$ cat config.mk
export PLATFORM = sky130hd
export DESIGN_NAME = mult_stream_adapter
export DESIGN_NICKNAME = d
export VERILOG_FILES = /design/src/rtl/mult_stream_adapter.sv
export SDC_FILE = /design/constraint.sdc
export NUM_CORES = 1
export LEC_CHECK = 0
export ABC_AREA = 0
export CORE_MARGIN = 5
export CORE_UTILIZATION = 29
export CTS_BUF_LIST = sky130_fd_sc_hd__clkbuf_4 sky130_fd_sc_hd__clkbuf_8
export CTS_CLUSTER_DIAMETER = 50
export DETAILED_ROUTE_END_ITERATION = 10
export PLACE_DENSITY = 0.5
export SETUP_SLACK_MARGIN = 0.3
export SLEW_MARGIN = 10
export SYNTH_ARGS = -nofsm -noshare
export SYNTH_HDL_FRONTEND = slang
export SYNTH_SLANG_ARGS = --single-unit
$ cat constraint.sdc
create_clock -name clk -period 3.9 [get_ports clk]
set_input_delay 1.17 -clock clk [delete_from_list [all_inputs] [get_ports clk]]
set_output_delay 1.17 -clock clk [all_outputs]
set_load 0.05 [all_outputs]
$ cat src/rtl/mult_stream_adapter.sv
// mult_stream_adapter
//   Sequential wrapper around a combinational 64x64 multiplier. Collects two
//   64-bit operands as four 32-bit input beats, holds them on the multiplier
//   inputs for SETTLE_CYCLES cycles, captures the 128-bit product and returns
//   it as four 32-bit output beats, least-significant word first.
//
// Ports
//   clk, rst_n          : clock (rising edge), asynchronous active-low reset
//   s_valid/s_ready     : input beat handshake, payload s_data[31:0]
//   m_valid/m_ready     : output beat handshake, payload m_data[31:0]
//   m_last              : marks the fourth (final) output beat
//   mult_in1, mult_in2  : operands driven to the multiplier IN1/IN2
//   mult_out            : product from the multiplier OUTPUT
//   busy                : high whenever the adapter is not in LOAD
module mult_stream_adapter #(
  parameter int unsigned SETTLE_CYCLES = 4
) (
  input  logic         clk,
  input  logic         rst_n,
  input  logic         s_valid,
  output logic         s_ready,
  input  logic [31:0]  s_data,
  output logic         m_valid,
  input  logic         m_ready,
  output logic [31:0]  m_data,
  output logic         m_last,
  output logic [63:0]  mult_in1,
  output logic [63:0]  mult_in2,
  input  logic [127:0] mult_out,
  output logic         busy
);

  if (SETTLE_CYCLES < 1 || SETTLE_CYCLES > 255) begin : g_bad_settle
    $error("mult_stream_adapter: SETTLE_CYCLES must be in 1..255");
  end

  localparam logic [7:0] CNT_LAST = 8'(SETTLE_CYCLES - 1);

  typedef enum logic [1:0] {
    LOAD,
    SETTLE,
    SEND
  } state_e;

  state_e         state_q,   state_d;
  logic [1:0]     beat_q,    beat_d;
  logic [7:0]     cnt_q,     cnt_d;
  logic [63:0]    in1_q,     in1_d;
  logic [63:0]    in2_q,     in2_d;
  logic [127:0]   res_q,     res_d;
  logic           s_ready_q, s_ready_d;
  logic           m_valid_q, m_valid_d;
  logic           m_last_q,  m_last_d;
  logic           busy_q,    busy_d;

  logic s_hs;
  logic m_hs;

  assign s_hs = s_valid && s_ready_q;
  assign m_hs = m_valid_q && m_ready;

  always_comb begin
    state_d = state_q;
    beat_d  = beat_q;
    cnt_d   = cnt_q;
    in1_d   = in1_q;
    in2_d   = in2_q;
    res_d   = res_q;

    unique case (state_q)
      LOAD: begin
        if (s_hs) begin
          unique case (beat_q)
            2'd0: in1_d[31:0]  = s_data;
            2'd1: in1_d[63:32] = s_data;
            2'd2: in2_d[31:0]  = s_data;
            2'd3: in2_d[63:32] = s_data;
          endcase
          // Index wraps to 0 on beat 3, ready for the output phase.
          beat_d = beat_q + 2'd1;
          if (beat_q == 2'd3) begin
            state_d = SETTLE;
            cnt_d   = '0;
          end
        end
      end
      SETTLE: begin
        cnt_d = cnt_q + 8'd1;
        if (cnt_q == CNT_LAST) begin
          res_d   = mult_out;
          state_d = SEND;
        end
      end
      SEND: begin
        if (m_hs) begin
          beat_d = beat_q + 2'd1;
          if (beat_q == 2'd3) begin
            state_d = LOAD;
          end
        end
      end
      default: begin
        state_d = LOAD;
        beat_d  = '0;
      end
    endcase

    // Handshake flags are registered: derive them from the next state so
    // they line up with the state register on the same edge.
    s_ready_d = (state_d == LOAD);
    m_valid_d = (state_d == SEND);
    m_last_d  = (state_d == SEND) && (beat_d == 2'd3);
    busy_d    = (state_d != LOAD);
  end

  always_ff @(posedge clk or negedge rst_n) begin
    if (!rst_n) begin
      state_q   <= LOAD;
      beat_q    <= '0;
      cnt_q     <= '0;
      in1_q     <= '0;
      in2_q     <= '0;
      res_q     <= '0;
      s_ready_q <= 1'b0;
      m_valid_q <= 1'b0;
      m_last_q  <= 1'b0;
      busy_q    <= 1'b0;
    end else begin
      state_q   <= state_d;
      beat_q    <= beat_d;
      cnt_q     <= cnt_d;
      in1_q     <= in1_d;
      in2_q     <= in2_d;
      res_q     <= res_d;
      s_ready_q <= s_ready_d;
      m_valid_q <= m_valid_d;
      m_last_q  <= m_last_d;
      busy_q    <= busy_d;
    end
  end

  always_comb begin
    m_data = '0;
    unique case (beat_q)
      2'd0: m_data = res_q[31:0];
      2'd1: m_data = res_q[63:32];
      2'd2: m_data = res_q[95:64];
      2'd3: m_data = res_q[127:96];
    endcase
  end

  assign s_ready  = s_ready_q;
  assign m_valid  = m_valid_q;
  assign m_last   = m_last_q;
  assign busy     = busy_q;
  assign mult_in1 = in1_q;
  assign mult_in2 = in2_q;

endmodule

==> summary.md <==
| Metric | Value |
|---|---|
| Crit start category | register |
| Via/cell ratio | ~4.5 |
| Leakage Power | 7.78 nW |
| TritonCTS clock tree | done |
| Antenna violations before repair | 8 |
| PD cells | about 1100 mW/mm^2 |
| Critical Path Fanout Max | 9 |
| MaxCap Viol Count | 0 |
| GP Congestion | between 0.7 and 0.8 |
| RSZ-0062 raised after global routing | yes |
| YS warnings | 0 |
| Reg2Reg Depth | 4 |
| Post-synthesis sequential element count | ~270 |
| Starting Density | 0.291 |
| Hold WC Path Type | reg2reg |
| Status | complete, no violations |
| First-pass GRT wire length | 51.3 mm |
| Post-route ant nets | 0 |
| Cell count after synthesis | approximately 730 |
| Top post-synthesis cells by area | dfrtp_1 59%, mux2_2 16%, mux2_4 11%, mux2i_1 3.0%, a222oi_1 2.8% |
| Area grow syn2layout | 50.0% |
| Total grt overflow | 0 |
| Port Buffers | between 300 and 400 |
| Largest net degree at the start of global routing | ~130 |
| CTS Sinks | 272 |
| Yosys top cell area share | 0.592 |
| RR Startpoint | state_q[1] |
| CP required | roughly 2700 ps |
| Critical Path End Type | output port |
| Number of global-route vias before repair | 8,215 |
| Max H-tree Level | 2 |
| Die width | around 210 um |
| Max-slew violation count | 0 |
| Fin nets | 1,286 |
| Endpoints failing setup | 0 |
| Peak Freq | ~0.28 GHz |
| Synth area leader | dfrtp_1 |
| DP Wirelength | 22.4 mm |
| Commonest cells post-synth | 272 x dfrtp_1, 163 x mux2_2, 87 x mux2_4 |
| Clock Skews | approximately 31 ps |
| # hold bufs at CTS | 0 |
| Hold path startpoint | mult_in1[26] |
| CTS Buf Count | a little over 50 |
| Avg WL per Cell | just over 20 um |
| Min-Delay Endpoint | mult_in1[26] |
| VDD IR max | approximately 0.78 mV |
| Most used DFF post-synth | dfrtp_1 |
| Total GRT Usage | 0.151 |
| Syn Area/Cell | around 16 um^2 |
| Post-synth EDFFs | 0 |
| Reg2reg end | res_q[11] |
| Die height | ~210 um |
| Max-slew headroom | 0.269 |
| Asr flop ratio synth | 1.00 |
| Worst EP arrival | approximately 2500 ps |
| IO Count | between 300 and 400 |
| Longest Clk Path Bufs | 3 |
| Critical path type | reg2out |
| Top-count cell post-synth | dfrtp_1 |
| Fraction of layout cells with a size suffix above 1 | 0.375 |
| Net Count, Synth | ~900 |
| Count of final hold-check violations | 0 |
| Row count | between 70 and 80 |
| Core Region | 0.0395 mm^2 |
| Finished Core Util | 0.437 |
| Clock slew at reported path FFs | 60 ps |
| Die area | roughly 0.044 mm^2 |
| R2R setup slack | ~1600 ps |
| Routed Wire Length | approximately 34 mm |
| Initial drt markers | just over 400 |
| Synthesized cell area | between 0.01 and 0.015 mm^2 |
| Sum Neg Setup Slack | 0 ps |
| DR vias | around 7.6k |
| Cell depth of the worst hold path | 1 |
| First-pass DRT Iterations | 7 |
| Seq/Total Area, Yosys | 0.592 |
| Final Critical Period | 3620 ps |
| Clock Latency Late Sink | between 600 and 700 ps |
| Total power | approximately 19 mW |
| # DRC | 0 |
| Root Buffer | clkbuf_8 |
| Worst Tran Pin Value | around 1100 ps |
| Distinct cells, synth | 39 |
| Tcrit/Tclk final | 0.928 |
[critical path: stages, from the launching register on]
cell and delay (ps):
dfrtp_2 460, buf_4 160, ha_4 170, buf_12 140
a222oi_1 410, mux2i_1 180, bufbuf_16 310
[worst max-delay path by stage]
stage | start | endpoint | slack (ps)
floorplan | beat_q[0] | m_data[15] | 480
global placement | s_valid | mult_in2[61] | 770
detailed placement | s_valid | mult_in2[59] | 730
CTS | beat_q[1] | m_data[6] | 220
global route | beat_q[1] | m_data[17] | 160
finish | beat_q[1] | m_data[22] | 280
[sequential cells by signal, indices dropped and copies added, names as in the netlist]
signal,cells
res_q,128
busy,1
mult_in1,64
beat_q,2
state_q,2
mult_in2,64
m_last,1
m_valid,1
s_ready,1
cnt_q,8
[routing by layer]
layer	routed length, um	GRT usage
met1	14500	0.195
met2	15400	0.231
met3	3120	0.0620
met4	794	0.0509
met5	65	0
[repair_timing]
item / CTS / global route
resized for setup: 22 / 9
endpoints found under the setup margin: 31 / 24
setup buffers: 11 / 11
pin swaps: 6 / 10
gates cloned: 1 / 1
[cell type report]
cell class,instances,area [um^2]
flip-flops and latches,272,6810
well taps,525,657
diodes,2,5.00
fillers,3669,22200
clock buffers,78,980
multi-input cells,380,4350
inverters,38,148
clock inverters,9,104
repair buffers,373,4200
[report_power, final]
group	internal [mW]	leakage [nW]	switching, mW
Clock	1.72	0.571	1.22
Sequential	4.26	3.26	0.817
Combinational	4.97	3.95	5.94
[cells in the final DEF (no fill, tap or decap), types with 2 or more instances in the layout]
cell type          n
a21oi_1            2
a222oi_1          32
a22o_1             2
a31oi_1            2
and3_1             3
buf_12            39
buf_4             26
buf_6              4
buf_8              4
bufbuf_16          3
bufinv_16          2
clkbuf_16          2
clkbuf_4          15
clkbuf_8          63
clkdlybuf4s50_1  294
clkinv_2           4
clkinvlp_4         2
dfrtp_1          270
dfrtp_2            2
diode_2            2
ha_1               2
ha_4               4
inv_1             36
inv_4              2
mux2_1             6
mux2_2           163
mux2_4            87
mux2i_1           35
nand2_1            8
nand2_2            2
nand3_1            3
nand4_1            3
o21ai_0            9
[through the flow]
step	cells	hold WS, ps	instance area [um^2]	setup slack (ps)
after global routing	1676	510	17200	158
after floorplan	734	459	11500	481
final	1677	489	17200	280
after global placement	1564	476	15700	774
after CTS	1663	497	17100	225
after detailed placement	1564	484	15700	733
[cells by family (layout without fill, tap and decap cells)]
family | count (synthesis) | after routing | synth area share
buffers and inverters | 82 | 498 | 0.0350
AOI/OAI and AO/OA | 53 | 53 | 0.0402
adders and majority gates | 6 | 6 | 0.00653
DFF | 272 | 272 | 0.592
other | 0 | 2 | 0
and+or+nand+nor | 29 | 29 | 0.0159
muxes | 291 | 291 | 0.310
xor gates and xnor gates | 1 | 1 | 0.000762
Note: power is estimated with default switching activity, not from simulation.
